**src/rtl/falling_letter_scheduler.sv**
```systemverilog
`default_nettype none
// ============================================================================
// Module      : falling_letter_scheduler
// Description : Game sequencer for the three-lane falling-letter renderer.
//               Spawns LFSR letters, drops them at a programmable rate,
//               retires them on a correct guess (score) or at the bottom
//               row (miss), and runs the IDLE/PLAY/OVER game state machine.
// Revision    : 1.0 - initial release
// ============================================================================

module falling_letter_scheduler #(
    parameter logic [23:0] DROP_DIV    = 24'd2_500_000,
    parameter logic [3:0]  SPAWN_STEPS = 4'd6,
    parameter logic [3:0]  MAX_MISS    = 4'd5,
    parameter logic [7:0]  LFSR_SEED   = 8'hA5
) (
    input  logic       clock,
    input  logic       reset_n,
    input  logic       start,
    input  logic [7:0] guess,
    input  logic       guess_valid,
    output logic [7:0] letter1,
    output logic [7:0] letter2,
    output logic [7:0] letter3,
    output logic [4:0] ypos1,
    output logic [4:0] ypos2,
    output logic [4:0] ypos3,
    output logic [7:0] score,
    output logic [3:0] misses,
    output logic       game_over
);

    localparam logic [4:0] c_ypos_hidden = 5'd31;
    localparam logic [4:0] c_ypos_last   = 5'd21;
    localparam logic [4:0] c_ypos_rows   = 5'd22;
    localparam logic [7:0] c_lfsr_taps   = 8'hB8;  // x^8+x^6+x^5+x^4+1
    localparam logic [7:0] c_score_max   = 8'hFF;

    typedef enum logic [1:0] {
        ST_IDLE = 2'd0,
        ST_PLAY = 2'd1,
        ST_OVER = 2'd2
    } state_t;

    state_t      r_state, w_state_nxt;
    logic [7:0]  r_lfsr;
    logic [23:0] r_div_cnt, w_div_cnt_nxt;
    logic [3:0]  r_spawn_cnt, w_spawn_cnt_nxt;
    logic [7:0]  r_score, w_score_nxt;
    logic [3:0]  r_misses, w_misses_nxt;
    logic        r_game_over, w_game_over_nxt;
    logic [7:0]  r_letter [3];
    logic [7:0]  w_letter_nxt [3];
    logic [4:0]  r_ypos [3];
    logic [4:0]  w_ypos_nxt [3];

    logic [2:0]  w_active;
    logic [2:0]  w_hit;
    logic [2:0]  w_miss;
    logic [2:0]  w_spawn_sel;
    logic        w_hit_any;
    logic        w_idle_found;
    logic        w_step;
    logic        w_spawn;
    logic [1:0]  w_miss_n;
    logic [4:0]  w_miss_sum;
    logic [3:0]  w_miss_sat;
    logic        w_reach_max;

    // Free-running letter LFSR; shifts in every state so letters depend on start time
    always_ff @(posedge clock or negedge reset_n) begin
        if (!reset_n) begin
            r_lfsr <= LFSR_SEED;
        end else begin
            r_lfsr <= {r_lfsr[6:0], ^(r_lfsr & c_lfsr_taps)};
        end
    end

    // Per-lane evaluation: activity, guess priority, spawn target and miss count
    always_comb begin
        w_step       = (r_div_cnt == (DROP_DIV - 24'd1));
        w_active     = 3'b000;
        w_hit        = 3'b000;
        w_hit_any    = 1'b0;
        w_spawn_sel  = 3'b000;
        w_idle_found = 1'b0;
        w_miss       = 3'b000;
        w_miss_n     = 2'd0;
        for (int i = 0; i < 3; i++) begin
            w_active[i] = (r_ypos[i] < c_ypos_rows);
            // Only the lowest-index matching lane is retired by one guess
            if (!w_hit_any && guess_valid && w_active[i] && (r_letter[i] == guess)) begin
                w_hit[i]  = 1'b1;
                w_hit_any = 1'b1;
            end
            // Spawn target is chosen from lanes idle before this cycle's updates
            if (!w_idle_found && !w_active[i]) begin
                w_spawn_sel[i] = 1'b1;
                w_idle_found   = 1'b1;
            end
            // A guess on the bottom row beats the miss
            if (w_step && w_active[i] && !w_hit[i] && (r_ypos[i] == c_ypos_last)) begin
                w_miss[i] = 1'b1;
                w_miss_n  = w_miss_n + 2'd1;
            end
        end
        w_spawn     = w_step && (r_spawn_cnt == 4'd0) && w_idle_found;
        w_miss_sum  = {1'b0, r_misses} + {3'b000, w_miss_n};
        w_miss_sat  = (w_miss_sum >= {1'b0, MAX_MISS}) ? MAX_MISS : w_miss_sum[3:0];
        w_reach_max = (w_miss_n != 2'd0) && (w_miss_sum >= {1'b0, MAX_MISS});
    end

    // Next-state and datapath update for the game state machine
    always_comb begin
        w_state_nxt     = r_state;
        w_div_cnt_nxt   = r_div_cnt;
        w_spawn_cnt_nxt = r_spawn_cnt;
        w_score_nxt     = r_score;
        w_misses_nxt    = r_misses;
        w_game_over_nxt = r_game_over;
        for (int i = 0; i < 3; i++) begin
            w_letter_nxt[i] = r_letter[i];
            w_ypos_nxt[i]   = r_ypos[i];
        end

        case (r_state)
            ST_IDLE, ST_OVER: begin
                if (start) begin
                    w_state_nxt     = ST_PLAY;
                    w_score_nxt     = 8'd0;
                    w_misses_nxt    = 4'd0;
                    w_div_cnt_nxt   = 24'd0;
                    w_spawn_cnt_nxt = 4'd0;
                    w_game_over_nxt = 1'b0;
                end
            end

            ST_PLAY: begin
                w_div_cnt_nxt = w_step ? 24'd0 : (r_div_cnt + 24'd1);
                if (w_step) begin
                    w_spawn_cnt_nxt = ((r_spawn_cnt + 4'd1) == SPAWN_STEPS) ? 4'd0
                                                                            : (r_spawn_cnt + 4'd1);
                end
                if (w_hit_any && (r_score != c_score_max)) begin
                    w_score_nxt = r_score + 8'd1;
                end
                for (int i = 0; i < 3; i++) begin
                    if (w_hit[i]) begin
                        w_ypos_nxt[i] = c_ypos_hidden;
                    end else if (w_step && w_active[i]) begin
                        w_ypos_nxt[i] = w_miss[i] ? c_ypos_hidden : (r_ypos[i] + 5'd1);
                    end
                    if (w_spawn && w_spawn_sel[i]) begin
                        w_ypos_nxt[i]   = 5'd0;
                        w_letter_nxt[i] = r_lfsr;
                    end
                end
                if (w_miss_n != 2'd0) begin
                    w_misses_nxt = w_miss_sat;
                end
                // Game ends in the cycle the miss total reaches the limit; lanes blank
                if (w_reach_max) begin
                    w_state_nxt     = ST_OVER;
                    w_game_over_nxt = 1'b1;
                    for (int i = 0; i < 3; i++) begin
                        w_ypos_nxt[i] = c_ypos_hidden;
                    end
                end
            end

            default: begin
                w_state_nxt = ST_IDLE;
            end
        endcase
    end

    // State and datapath registers
    always_ff @(posedge clock or negedge reset_n) begin
        if (!reset_n) begin
            r_state     <= ST_IDLE;
            r_div_cnt   <= 24'd0;
            r_spawn_cnt <= 4'd0;
            r_score     <= 8'd0;
            r_misses    <= 4'd0;
            r_game_over <= 1'b0;
            for (int i = 0; i < 3; i++) begin
                r_letter[i] <= 8'd0;
                r_ypos[i]   <= c_ypos_hidden;
            end
        end else begin
            r_state     <= w_state_nxt;
            r_div_cnt   <= w_div_cnt_nxt;
            r_spawn_cnt <= w_spawn_cnt_nxt;
            r_score     <= w_score_nxt;
            r_misses    <= w_misses_nxt;
            r_game_over <= w_game_over_nxt;
            for (int i = 0; i < 3; i++) begin
                r_letter[i] <= w_letter_nxt[i];
                r_ypos[i]   <= w_ypos_nxt[i];
            end
        end
    end

    assign letter1   = r_letter[0];
    assign letter2   = r_letter[1];
    assign letter3   = r_letter[2];
    assign ypos1     = r_ypos[0];
    assign ypos2     = r_ypos[1];
    assign ypos3     = r_ypos[2];
    assign score     = r_score;
    assign misses    = r_misses;
    assign game_over = r_game_over;

endmodule

`default_nettype wire

```
**config.mk**
```make
export PLATFORM = sky130hd
export DESIGN_NAME = falling_letter_scheduler
export DESIGN_NICKNAME = d
export VERILOG_FILES = /design/src/rtl/falling_letter_scheduler.sv
export SDC_FILE = /design/constraint.sdc
export NUM_CORES = 1
export LEC_CHECK = 0
export ABC_AREA = 1
export BUFFER_PORTS_ARGS = -buffer_cell sky130_fd_sc_hd__buf_2
export CAP_MARGIN = 5
export CELL_PAD_IN_SITES_DETAIL_PLACEMENT = 2
export CELL_PAD_IN_SITES_GLOBAL_PLACEMENT = 2
export CORE_MARGIN = 2
export CORE_UTILIZATION = 35
export CTS_BUF_LIST = sky130_fd_sc_hd__clkbuf_8 sky130_fd_sc_hd__clkbuf_16
export DETAILED_ROUTE_END_ITERATION = 8
export HOLD_SLACK_MARGIN = 0.12
export PLACE_DENSITY_LB_ADDON = 0.1
export REMOVE_ABC_BUFFERS = 1
export SKIP_LAST_GASP = 1
export SYNTH_ARGS = -nofsm -noshare
export SYNTH_HDL_FRONTEND = slang
export SYNTH_SLANG_ARGS = --single-unit
```
**constraint.sdc**
```tcl
create_clock -name clock -period 3.91 [get_ports clock]
set_input_delay 0.782 -clock clock [delete_from_list [all_inputs] [get_ports clock]]
set_output_delay 0.782 -clock clock [all_outputs]
set_load 0.005 [all_outputs]
```
; Yosys cells after proc, flatten, opt, wreduce, memory -nomap -nowiden
; Index checks and enable logic that the tools add are counted.
[classes]
magnitude_cmp = 4
muxes = 48
eq_ne = 16
add_sub_neg = 9
reduce_logical = 54
[op_table]
columns = op, n
row1 = 5-bit 2-to-1 mux, 12
row2 = 24-bit 2-to-1 mux, 2
row3 = 24-bit case mux with 2 select lines, 1
row4 = 1-bit logical AND, 26
row5 = 24-bit by 1-bit adder with 24-bit output (second input constant), 1
row6 = 24-bit by 22-bit == test with 1-bit output (second input constant), 1
row7 = 8-bit == test, 3
row8 = 4-bit 2-to-1 mux, 5
row9 = 1-bit 2-to-1 mux, 16
row10 = 8-bit 2-to-1 mux, 2
row11 = 4-bit case mux with 2 select lines, 2
row12 = 8-bit case mux with 2 select lines, 1
row13 = 2-bit AND reduction, 8
row14 = 5-bit by 1-bit adder with 5-bit output (second input constant), 3
row15 = 5-bit == test (second input constant), 3
row16 = 5-bit < comparator (second input constant), 3
row17 = 15-bit 2-to-1 mux, 1
row18 = 3-bit AND reduction, 4
row19 = 4-bit nonzero test, 3
row20 = 2-bit inequality test (second input constant), 5
row21 = 8-bit by 1-bit adder with 8-bit output (second input constant), 1
row22 = 2-bit 2-to-1 mux, 4
row23 = 8-bit inequality test (second input constant), 1
row24 = 8-bit XOR reduction, 1
row25 = other kinds (14), 22
[totals]
in_bits = 12
output_inout_bits = 52
reg_bits = 90
wordCells = 144

; Logic depth before layout (Yosys ltp)
[logic_depth]
word_depth = 23
mapped_depth = 26
depth_no_buf = 26

; Worst setup path before layout
; No wires, ideal clock.
[synth_path]
path_type = in2reg
from = input guess[6]
to = register r_game_over, in the netlist game_over
arrival_time_ps = 3480
path_stages = 18
setup_ps = 116
required_ps = 3794
path_slack_ps = 314
path_buffers = 1
cell_sequence = xnor2_1 nand2_1 nor2_1 nand3_4 a21oi_1 inv_1 ha_1 nand3_1 nand2_2 inv_1 ha_1 fa_1 xnor2_1 nand3_1 a21boi_2 nand3_4 buf_12 nand2_2
[synth_via]
elab_chain_cells = 22
elab_cells_between_ends = 35
cone_classes = add/sub: 3 / order compare: 1 / eq/ne: 4 / mux: 7 / reduce/logical: 20
[synth_rtl]
columns = element, line_no
row1 = from (decl), 20  ; input logic [7:0] guess,
row2 = branches (longest 16 deep; another with 2-bit by 1-bit adder with 2-bit output), --
row3 = 2-bit 2-to-1 mux *, 102  ; if (w_step && w_active[i] && !w_hit[i] && (r_ypos[i] == c_ypos_last)) begin
row4 = 4-bit by 2-bit adder with 5-bit output, 108  ; w_miss_sum = {1'b0, r_misses} + {3'b000, w_miss_n};
row5 = 5-bit by 3-bit >= comparator with 1-bit output, 110  ; w_reach_max = (w_miss_n != 2'd0) && (w_miss_sum >= {1'b0, MAX_MISS});
row6 = 1-bit logical AND *, 110
row7 = 2-bit inequality test (no line) *, --
row8 = 3-bit AND reduction (no line) *, --
row9 = to (signal assigned), 196  ; r_game_over <= w_game_over_nxt;
row10 = to (decl), 51  ; logic r_game_over, w_game_over_nxt;
; Every way passes the cells marked *.
; A chain may end at the register's enable or synchronous reset.

; Final worst setup path
[layout_path]
from = register r_div_cnt[1]
to = register r_ypos (netlist bit ypos2[4])
[layout_via]
elab_chain_cells = 14
elab_cells_between_ends = 30
cone_classes = add/sub: 3 / order compare: 1 / eq/ne: 1 / mux: 9 / reduce/logical: 16
[layout_rtl]
columns = element, line_no
row1 = from (decl), 47  ; logic [23:0] r_div_cnt, w_div_cnt_nxt;
row2 = from (signal assigned), 192  ; r_div_cnt <= w_div_cnt_nxt;
row3 = 24-bit by 22-bit == test with 1-bit output *, 81  ; w_step = (r_div_cnt == (DROP_DIV - 24'd1));
row4 = 1-bit logical AND (3 in a row), 102
row5 = 1-bit 2-to-1 mux, 102
row6 = 2-bit by 1-bit adder with 2-bit output, 104  ; w_miss_n = w_miss_n + 2'd1;
row7 = 2-bit 2-to-1 mux, 102
row8 = 2-bit by 1-bit adder with 2-bit output, 104
row9 = 2-bit 2-to-1 mux, 102
row10 = 4-bit by 2-bit adder with 5-bit output, 108
row11 = 5-bit by 3-bit >= comparator with 1-bit output, 110
row12 = 1-bit logical AND, 110
row13 = 4-bit nonzero test (no line), --
row14 = 2-bit AND reduction (no line), --
row15 = "to (signal, indexed assignment)", 188  ; r_ypos[i] <= c_ypos_hidden;
row16 = "to (signal, indexed assignment)", 199  ; r_ypos[i] <= w_ypos_nxt[i];
row17 = to (decl), 54  ; logic [4:0] r_ypos [3];
; Every way passes the cells marked *; elsewhere a longest branch is shown, timed or not. The select of a mux whose other input is x is not followed.

==> key figures <==
Die
  • Die span in y: between 100 and 150 microns
  • Die width: between 100 and 150 microns
  • Floorplan die area: 0.0170 sq mm
  • Total number of placement rows: between 40 and 50
  • Starting Density: about 35%
  • Boundary pin count: between 60 and 70
  • Core area: ~0.016 sq mm

GRT
  • Number of antenna violations at the first check in global routing: 0
  • Tot GR Track Use: between 20% and 30%
  • Remaining Overflow, GRT: 0
  • First-pass GRT wire length: 30600 microns
  • Maximum number of pins on one net before global-route repair: 43
  • Via count of the first global-routing pass: around 5600

Clock network
  • Clock-pin transition on the worst setup and hold timing paths: approximately 70 ps
  • Clk sinks: 90
  • Clock Root Buffer: clkbuf_16
  • Inserted Clock Buffers: 9
  • Max clock buf depth: 2
  • Clk Latency, worst-skew pair: between 300 and 400 ps
  • Total number of H-tree levels: 3
  • CTS tree: done

Pwr
  • Lkg Pwr: approximately 3.2 nW
  • Fraction of power consumed by combinational cells: between 10% and 20%
  • Ratio of total power to cell area: between 300 and 400 mW/mm^2
  • Internal power: approximately 0.0016 W
  • Net switching power figure: ~0.00075 W
  • Worst vdd ir: between 0.0002 and 0.00025 V
  • Part of the power in registers: 44.5%
  • Sw frac: 31.6%
  • Share of total power in the clock network: roughly two fifths

Yosys
  • Xor/xnor cell area share of the yosys netlist: under 10%
  • Post-synth cell types: 50
  • Multiplexer share of the synthesized area: 0%
  • Sequential area share after synthesis: 40.8%
  • Main combinational cell family by area after synthesis: simple AND/OR/NAND/NOR gates
  • Synth Flop Type: dfrtp_1
  • Number of register bits inferred by synthesis: 90
  • Netlist area before placement: 0.00558 sq mm
  • Post-synth top area share: a little under a third
  • Post-synth EDFFs: 0
  • Post-synthesis average cell area: 7.84 sq um
  • Synth warn: 0
  • Synth async-reset ratio: 100%
  • Post-Synth Adder-Cell Area: under 10%
  • Top cell type by total area after synthesis: dfrtp_1
  • Cells after Synth: 711
  • Top cells by area in the synthesized netlist: dfrtp_1 (32%), nand2_1 (11%), dfstp_2 (9.0%)
  • Area fraction in compound gates after synthesis: between 10% and 20%
  • Area share of and/or/nand/nor cells after synthesis: about a third

Run status
  • Run status: finished, final reports clean

Cells and area
  • Layout-stage area growth over the synthesis result: 20.1%
  • Fraction of final layout cells with drive strength greater than 1: ~24%
  • Layout Utilization: around 43%
  • Count of antenna diodes in the layout: 0
  • Net count reported at finish: between 800 and 900

STA
  • Worst relative slew slack: a little over half
  • Worst Max-Slew Pin Slew: around 710 ps
  • Final Hold Violating Endpoints: 0
  • Setup violations, final: 0
  • Max Transition Viols Final: 0
  • Final min period: between 3000 and 4000 ps
  • Setup total negative slack: 0 ps
  • Final period util: between 90% and 100%
  • Final setup skew: about 16 ps
  • Maximum achievable frequency: around 270 MHz

Critical path
  • Arrival time at the worst endpoint: around 4000 ps
  • Worst Setup SP: r_div_cnt[1]
  • Crit path capture type: flop
  • Type of element launching the critical path: flop
  • Crit-path max FO: 7
  • Worst-case reg-to-reg path depth: 21
  • Data required, critical path: roughly 4200 ps
  • Type of the setup path with the least slack: flop to flop
  • Critical register-to-register path startpoint: r_div_cnt[1]

Detailed routing
  • Post-detailed-route DRC marker count: 0
  • Detailed Route Iter0 Violations: ~250
  • Drt pass-1 iters: 4
  • Overall via count from detail_route: ~5200
  • WL/cell: between 15 and 20 microns
  • Number of vias per cell after detailed routing: 5.16
  • ANT nets after route: 0
  • Total Routed Length: 19100 microns

Worst hold path
  • Hold WC Path Type: flop to flop
  • Launch instance of the worst min-delay path: r_lfsr[6]
  • Hold Path Depth: 0

Placed design
  • Gp weighted congestion: 0.860
  • Number of input and output port buffers inserted: 63
  • Detail Placement HPWL: roughly 14000 microns

Job
  • Max_cap viols: 0
-- critical path, stage by stage (launching register included) --
cell       delay, ps
dfrtp_1          400
ha_4             180
nand3_4          100
nor3_4           230
nand3_2          130
buf_4            170
inv_2             60
nand2_1           80
inv_2            110
nand3_4           90
ha_4             270
nand3_1           90
nand2_2           90
inv_1             40
ha_1             210
fa_2             410
xnor2_2          270
nand3_2          140
a21boi_4         170
nand3_4          130
clkbuf_16        180
nand3_2           70
-- final timing paths --
check / slack (ps) / endpoint
worst max-delay path: 190 / ypos2[4]
worst min-delay path: 380 / r_lfsr[7]
worst max register to register: 190 / ypos2[4]
max in group asynchronous: 2640 / r_lfsr[0]
worst min register to register: 380 / r_lfsr[7]
min in group asynchronous: 420 / score[4]
-- cells in the mapped netlist (14+ instances only) --
library cell / n
a21oi_1: 21
dfrtp_1: 71
dfstp_2: 19
ha_1: 15
inv_1: 91
nand2_1: 163
nand3_1: 44
nand3_2: 14
nand4_1: 31
nor2_1: 56
nor3_1: 19
o21ai_0: 31
xor2_1: 16
-- cells in the final DEF (no fill, tap or decap), drive strengths merged, types with 15 or more instances in the layout --
cell type | synthesis | final
nand3 | 62 | 62
nand2 | 175 | 175
inv | 104 | 108
ha | 15 | 15
nand4 | 32 | 32
nor3 | 23 | 23
nor2 | 65 | 65
buf | 8 | 82
dfstp | 19 | 19
a21oi | 22 | 22
o21ai | 45 | 45
xor2 | 16 | 16
dfrtp | 71 | 71
-- metal layers --
metal  share of wire (%)  vias to the layer above  global-route usage (%)  wire length (microns)
met5                   0                        -                       0                      0
met4                0.99                        0                    4.49                    189
met3                 2.2                       13                    3.32                    422
met2                  49                       58                    38.9                   9300
met1                  48                     2665                    32.7                   9190
li1                    -                     2508                       -                      -
-- kinds of logic after synthesis --
group,Yosys count
simple gates,364
buf+inv,116
compound gates,96
flops,90
xor+xnor,29
fa+ha+maj,16
-- what timing repair did --
item	CTS	global route
buffers inserted	0	1
endpoints found under the setup margin	18	21
gates cloned	0	1
resized for setup	3	18
hold buffers	0	0
pin swaps	0	6
endpoints found under the hold margin	0	0
-- metrics by stage --
step | hold WS [ps] | cells | worst slack [ps] | total power [W] | area, sq um
final | 381 | 1016 | 192 | 0.00237 | 6700
after global routing | 393 | 1016 | -53.6 | 0.00250 | 6700
after floorplan | 355 | 701 | 212 | 0.00127 | 5510
after CTS | 385 | 1014 | 14.3 | 0.00236 | 6560
after detailed placement | 369 | 998 | -219 | 0.00143 | 6250
after global placement | 365 | 998 | 37.9 | 0.00140 | 6250
-- flip-flops by register name (all words and copies together) (netlist names) --
name / flops
ypos2: 5
letter2: 8
r_spawn_cnt: 4
score: 8
r_lfsr: 8
ypos1: 5
letter1: 8
letter3: 8
ypos3: 5
r_state: 2
r_div_cnt: 24
misses: 4
game_over: 1
-- final cells by class --
type                            count  area (sq um)
Clock inverter                      7          70.1
Fill cell                        1856          9010
Inverter                          106           399
Sequential cell                    90          2280
Timing Repair Buffer               83           498
Tap cell                          216           270
Multi-Input combinational cell    505          2960
Clock buffer                        9           225
-- power groups by stage --
stage / sequential [W] / clock, W / combinational, W
global route: 0.00107 / 0.000978 / 0.000451
finish: 0.00106 / 0.000918 / 0.000398
detailed placement: 0.00106 / 0 / 0.000362
CTS: 0.00105 / 0.000943 / 0.000367
global placement: 0.00106 / 0 / 0.000339
floorplan: 0.00105 / 0 / 0.000218
(Power assumes the default switching activity.)
